==> config.mk <==
export PLATFORM = sky130hd
export DESIGN_NAME = mem_arbiter
export DESIGN_NICKNAME = d
export VERILOG_FILES = /design/src/rtl/mem_arbiter.sv
export SDC_FILE = /design/constraint.sdc
export NUM_CORES = 1
export LEC_CHECK = 0
export ABC_AREA = 0
export BUFFER_PORTS_ARGS = -buffer_cell sky130_fd_sc_hd__buf_2
export CORE_AREA = 2 2 107 109
export DETAILED_ROUTE_END_ITERATION = 10
export DIE_AREA = 0 0 109 111
export PLACE_DENSITY = 0.68
export SYNTH_ARGS = -nofsm -noshare
export SYNTH_HDL_FRONTEND = slang
export SYNTH_SLANG_ARGS = --single-unit
==> constraint.sdc <==
create_clock -name clk -period 2.7 [get_ports clk]
set_clock_uncertainty 0.15 [all_clocks]
set_input_delay 0.81 -clock clk [delete_from_list [all_inputs] [get_ports clk]]
set_output_delay 0.81 -clock clk [all_outputs]
set_load 0.01 [all_outputs]
==> src/rtl/mem_arbiter.sv <==
// mem_arbiter: shares one single-outstanding memory port between instruction
// fetch and data load/store requesters.
//
// Ports
//   clk, rstn                     clock, asynchronous active-low reset
//   i_IReq_1/i_IAddr_32           fetch request and word address
//   o_IGnt_1                      fetch command accepted (one-cycle pulse)
//   o_IRvalid_1/o_IRdata_32       fetch response
//   i_DReq_1/i_DWe_1/i_DAddr_32/
//   i_DWdata_32/i_DBe_4           data request (load or store)
//   o_DGnt_1                      data command accepted (one-cycle pulse)
//   o_DRvalid_1/o_DRdata_32       load data or store acknowledge
//   o_MReq_1/o_MWe_1/o_MAddr_32/
//   o_MWdata_32/o_MBe_4           memory command
//   i_MGnt_1                      memory accepted the command
//   i_MRvalid_1/i_MRdata_32       memory response
//   i_Flush_1                     redirect, cancels fetch traffic
//   o_Stall_1                     pipeline hold request
module mem_arbiter #(
  parameter int unsigned STARVE_MAX = 4
) (
  input  logic        clk,
  input  logic        rstn,
  input  logic        i_IReq_1,
  input  logic [31:0] i_IAddr_32,
  output logic        o_IGnt_1,
  output logic        o_IRvalid_1,
  output logic [31:0] o_IRdata_32,
  input  logic        i_DReq_1,
  input  logic        i_DWe_1,
  input  logic [31:0] i_DAddr_32,
  input  logic [31:0] i_DWdata_32,
  input  logic [3:0]  i_DBe_4,
  output logic        o_DGnt_1,
  output logic        o_DRvalid_1,
  output logic [31:0] o_DRdata_32,
  output logic        o_MReq_1,
  output logic        o_MWe_1,
  output logic [31:0] o_MAddr_32,
  output logic [31:0] o_MWdata_32,
  output logic [3:0]  o_MBe_4,
  input  logic        i_MGnt_1,
  input  logic        i_MRvalid_1,
  input  logic [31:0] i_MRdata_32,
  input  logic        i_Flush_1,
  output logic        o_Stall_1
);

  typedef enum logic [1:0] {IDLE, REQ, WAIT} state_t;

  state_t      state_q, state_d;
  logic        owner_fetch_q;
  logic        drop_q;
  logic [2:0]  starve_q;
  logic [31:0] addr_q;
  logic [31:0] wdata_q;
  logic [3:0]  be_q;
  logic        we_q;

  logic        resp_cycle;
  logic        arb_cycle;
  logic        ireq_eff;
  logic        starved;
  logic        gnt_i;
  logic        gnt_d;
  logic        irvalid;
  logic        drvalid;

  // Arbitration happens in IDLE and in the response cycle of WAIT, so a
  // pending request is issued back-to-back. Gating with rstn keeps the
  // combinational grants and stall quiet while reset is held.
  assign resp_cycle = (state_q == WAIT) && i_MRvalid_1;
  assign arb_cycle  = rstn && ((state_q == IDLE) || resp_cycle);
  assign ireq_eff   = i_IReq_1 && !i_Flush_1;
  assign starved    = (starve_q == 3'(STARVE_MAX));
  assign gnt_d      = arb_cycle && i_DReq_1 && !(ireq_eff && starved);
  assign gnt_i      = arb_cycle && ireq_eff && !gnt_d;

  always_ff @(posedge clk or negedge rstn) begin
    if (!rstn) state_q <= IDLE;
    else       state_q <= state_d;
  end

  always_comb begin
    state_d = state_q;
    unique case (state_q)
      IDLE: if (gnt_i || gnt_d) state_d = REQ;
      REQ: begin
        if (i_MGnt_1)                       state_d = WAIT;
        else if (i_Flush_1 && owner_fetch_q) state_d = IDLE;
      end
      WAIT: if (i_MRvalid_1) state_d = (gnt_i || gnt_d) ? REQ : IDLE;
      default: state_d = IDLE;
    endcase
  end

  always_comb begin
    irvalid     = resp_cycle && owner_fetch_q && !drop_q && !i_Flush_1;
    drvalid     = resp_cycle && !owner_fetch_q;
    o_IGnt_1    = gnt_i;
    o_DGnt_1    = gnt_d;
    o_IRvalid_1 = irvalid;
    o_DRvalid_1 = drvalid;
    o_IRdata_32 = irvalid ? i_MRdata_32 : '0;
    o_DRdata_32 = drvalid ? i_MRdata_32 : '0;
    o_MReq_1    = (state_q == REQ);
    o_MWe_1     = (state_q == REQ) && we_q;
    o_MAddr_32  = addr_q;
    o_MWdata_32 = wdata_q;
    o_MBe_4     = be_q;
    o_Stall_1   = rstn && ((i_IReq_1 && !irvalid) || (i_DReq_1 && !drvalid));
  end

  always_ff @(posedge clk or negedge rstn) begin
    if (!rstn) begin
      owner_fetch_q <= 1'b0;
      drop_q        <= 1'b0;
      starve_q      <= '0;
      addr_q        <= '0;
      wdata_q       <= '0;
      be_q          <= '0;
      we_q          <= 1'b0;
    end else begin
      if (gnt_i || gnt_d) begin
        owner_fetch_q <= gnt_i;
        addr_q        <= gnt_i ? i_IAddr_32 : i_DAddr_32;
        wdata_q       <= gnt_i ? '0 : i_DWdata_32;
        be_q          <= gnt_i ? '1 : i_DBe_4;
        we_q          <= gnt_d && i_DWe_1;
      end
      // A fetch already accepted by memory cannot be recalled; remember to
      // swallow its response instead.
      if (resp_cycle)
        drop_q <= 1'b0;
      else if (i_Flush_1 && owner_fetch_q &&
               ((state_q == WAIT) || ((state_q == REQ) && i_MGnt_1)))
        drop_q <= 1'b1;
      if (!i_IReq_1 || gnt_i)
        starve_q <= '0;
      else if (gnt_d && !starved)
        starve_q <= starve_q + 3'd1;
    end
  end

endmodule
# Yosys cells after proc, flatten, opt, wreduce, memory -nomap -nowiden
# Cells that the tools add are included.
dict set report totals {
  register_bits 76
  inputBits 140
  word_cells 69
}
dict set report classes {
  add_sub_neg 1
  n_eq_ne 6
  n_mux 15
  n_reduce_logical 39
}
# op n
set op_table {}
lappend op_table {{$mux 32} 4}
lappend op_table {{$logic_and 1x1->1} 21}
lappend op_table {{$logic_not 1->1} 9}
lappend op_table {{$mux 2} 4}
lappend op_table {{$mux 3} 2}
lappend op_table {{$pmux 2 s3} 1}
lappend op_table {{$logic_or 1x1->1} 5}
lappend op_table {{$mux 4} 1}
lappend op_table {{$reduce_bool 2->1} 2}
lappend op_table {{$add 3x1->3 const B} 1}
lappend op_table {{$eq 3x3->1 const B} 1}
lappend op_table {{$mux 1} 3}
lappend op_table {{$ne 3x1->1 const B} 1}
lappend op_table {{$reduce_and 3->1} 1}
lappend op_table {{$eq 2x1->1 const B} 1}
lappend op_table {{$eq 2x2->1 const B} 1}
lappend op_table {{$logic_not 2->1} 1}
lappend op_table {{$ne 2x1->1 const B} 1}
lappend op_table {{$ne 2x2->1 const B} 1}

# Longest topological paths before layout
dict set report depth {
  ltp_word 12
  mapped_depth 9
  mapped_depth_nobuf 7
}

# Worst setup path before layout
# No wires, ideal clock.
dict set report synth_timing {
  path_kind {input -> output}
  from {input port i_MRvalid_1}
  to {output port o_IRdata_32[22]}
  arrival_ns 1.825
  t_required_ns 1.740
  path_slack_ns -0.085
  cell_stages 4
  n_path_buf 1
  path_cell_list {nand3b_1 nor4b_2 clkbuf_1 and2_1}
}
dict set report synth_via {
  elab_chain_len 5
}
# element line
set synth_rtl {}
lappend synth_rtl {{start, declared} 43} ;# input logic i_MRvalid_1,
lappend synth_rtl {{$logic_and 1x1->1} 72} ;# assign resp_cycle = (state_q == WAIT) && i_MRvalid_1;
lappend synth_rtl {{$logic_and 1x1->1 (3 in a row)} 98} ;# irvalid = resp_cycle && owner_fetch_q && !drop_q && !i_Flush_1;
lappend synth_rtl {{via o_IRvalid_1} 27} ;# output logic o_IRvalid_1,
lappend synth_rtl {{$mux 32} 104} ;# o_IRdata_32 = irvalid ? i_MRdata_32 : '0;
lappend synth_rtl {{end, declared} 28} ;# output logic [31:0] o_IRdata_32,
# The timed path passes the listed nets, and every way through them passes these cells.

# Worst setup path after layout
dict set report layout_timing {
  from {input port i_MRvalid_1}
  to {output port o_IRdata_32[11]}
}
dict set report layout_via {
  elab_chain_len 5
}
# element line
set layout_rtl {}
lappend layout_rtl {{$logic_and 1x1->1} 72}
lappend layout_rtl {{$logic_and 1x1->1 (3 in a row)} 98}
lappend layout_rtl {{$mux 32} 104}
# No other way between the ends.

==> reports/metrics.yaml <==
yosys:
  synth_cell_types: 33
  ys_async_sr_fraction_pct: 100
  ys_ff_latch: 76
  synthTopCellsByArea: "dfrtp_1 54%, and2_1 12%, a222oi_1 9.1%"
  syn-num-nets: 453
  synth.avg_cell_area_um2: 11.3
  yosysWarnings: 0
  synth_top_area_share_pct: 54.3
  synth-main-ff-cell: "dfrtp_1"
  synth_area_mm2: 0.00350
  ys_seq_area_share_pct: 54.3
  synth_edf_count: 0
  synth_area_leader_cell: "dfrtp_1"
  synthCells: 311
clocking:
  cts_tree: "yes"
  clk_path_buf_depth: 2
  worst_skew_pair.late_latency_ns: 0.32
  hold_buffers: 0
  htree_levels: 3
  cts_sinks: 76
  path_clk_slew_ns: 0.06
  cts_buffers: 9
  root_buffer: "clkbuf_16"
sta:
  post-route-period-util_pct: 105
  slew_headroom_pct: 56.2
  finalMaxSlewViolations: 0
  worstMarginPinSlew_ns: 0.658
  fin_setup_tns_ns: -4.45
  hold_viol: 0
  final.min_clock_period_ns: 2.84
  finalSetupViolCount: 56
  fmax_mhz: 352
  fin_ws_ns: -0.140
  hold-worst-slack_ns: 0.336
  rsz0062_at_grt: "yes"
setup_path:
  end_kind: "output port"
  cp_cell_sequence: "buf_6 -> nand3b_1 -> nor4b_4 -> buf_6 -> buf_6 -> and2_1 -> buf_2"
  required_ns: 1.74
  critPathKind: "primary input to output port"
  crit_path_frequent_cell: "buf_6"
  crit_arrival_ns: 1.88
  critPathMaxFanout: 8
  critPathMaxStageDelay_ns: 0.27
  regToRegSetupSlack_ns: 0.65
  start_kind: "primary input"
  cp_slowest_cell: "nor4b_4"
placement:
  place_inst: 732
  globalplace.congestion: 0.756
  post_dp_cell_area_mm2: 0.00520
  io_buffer_count: 278
  dp_hpwl_um: 8580
  place_ws_ns: -0.140
global_routing:
  grtUsageTotal_pct: 17.4
  grt_pass1_wl_um: 16500
  grt_max_degree: 55
  antenna_found_initial: 0
  grt.overflow.total: 0
  grt_pass1_vias: 3377
layout:
  area_delta_synth_final_pct: 66.2
  final-seq-area_mm2: 0.00190
  finalNetCount: 747
  fin_util_pct: 52.6
  multi_input_area_mm2: 0.00144
  final_cell_mix: "250 x buf_2, 76 x dfrtp_1, 43 x and2_1"
  stdcell_count: 753
  stdcell_area_mm2: 0.00582
  fillers: 996
  layout-drive-gt1-share_pct: 58.2
  layout_commonest_cell: "buf_2"
  diodes: 0
pwr:
  ir_drop_mv: 0.427
  power.density_mw_per_mm2: 724
  p_leak_nw: 3.30
  finalPower_mw: 4.22
routing:
  antenna_left: 0
  drt_pass1_iterations: 6
  route.detailed.drc: 0
  routed_wl_um: 11800
  wl_per_cell_um: 15.7
  drt-vias-per-instance: 4.86
  num_vias: 3660
  drtIter0Drc: 279
floorplanning:
  coreArea_mm2: 0.0111
  initial_core_util_pct: 31.6
  die_area_mm2: 0.0121
  pin_count: 279
  die_height_um: 111
  die_x_um: 109
  rows: 39
job:
  max_cap_violations: 0
worst_hold_path:
  worstHoldPathType: "register to register"
status:
  violations: "negative setup slack"
  outcome: "complete, but fails checks"
final timing paths:
path,end,from,depth (start not counted)
setup / recovery,o_IRdata_32[11],i_MRvalid_1,7
hold / removal,o_MAddr_32[26],o_MAddr_32[26],2
setup reg to reg,o_MAddr_32[1],starve_q[0],9
hold reg to reg,o_MAddr_32[26],o_MAddr_32[26],2
max in group asynchronous,o_MAddr_32[1],rstn,3
min in group asynchronous,o_MAddr_32[28],rstn,2
registers in the layout, summed over array words and instances (netlist names):
name	count
drop_q	1
o_MAddr_32	32
o_MBe_4	4
o_MWdata_32	32
owner_fetch_q	1
starve_q	3
state_q	2
we_q	1
layer usage:
layer / part of all wire, % / track usage, % / wire (µm) / up-vias
met2: 53 / 31.8 / 6220 / 179
met3: 6.8 / 3.41 / 803 / 14
met4: 1.3 / 5.30 / 156 / 0
li1: - / - / - / 1706
met1: 39 / 20.2 / 4650 / 1761
met5: 0 / 0 / 0 / -
critical path: cells and delay by family:
kind | cells | cell delay, ns
and+or+nand+nor | 3 | 0.55
buffers and inverters | 4 | 0.52
kinds of logic (layout without fill, tap and decap cells):
family                   count (synthesis)  count (layout)  synth area share (%)
AND/OR/NAND/NOR                         86              86                  15.5
AO/OA/AOI/OAI                           85              85                  21.9
flip-flops                              76              76                  54.3
buffers and inverters                   62             361                  7.60
adder cells (fa/ha/maj)                  2               2                 0.714
cell usage after synthesis, types with 2 or more instances:
| master | instances |
|---|---|
| nand2b_1 | 2 |
| and2_1 | 66 |
| o22ai_1 | 2 |
| nor2_1 | 2 |
| o21a_1 | 2 |
| buf_4 | 4 |
| o32ai_1 | 2 |
| clkbuf_1 | 9 |
| nand2_1 | 7 |
| a222oi_1 | 32 |
| o21ai_0 | 3 |
| nand3b_1 | 2 |
| a22o_1 | 33 |
| dfrtp_1 | 76 |
| inv_1 | 38 |
| ha_1 | 2 |
| o22a_1 | 4 |
| a21oi_1 | 2 |
| buf_2 | 9 |
power breakdown:
group	total, mW	leakage (nW)	internal [mW]	switching (mW)
registers	1.72	0.944	1.50	0.216
clock network	1.12	0.128	0.649	0.466
logic	1.38	2.23	0.687	0.697
total	4.22	3.30	2.84	1.38
timing repair:
item | 4_1_cts | 5_1_grt
gates cloned | 0 | 3
setup endpoints to repair | 64 | 64
pin swaps | 9 | 20
resized for setup | 14 | 48
buffers inserted | 0 | 2
layout make-up:
class                           count  share of cell area, %
Inverter                           39                   2.51
Timing Repair Buffer              306                   32.3
Clock inverter                      5                  0.623
Sequential cell                    76                   32.7
Tap cell                          143                   3.07
Multi-Input combinational cell    173                   24.7
Clock buffer                       11                   4.17
(Power assumes the default switching activity.)
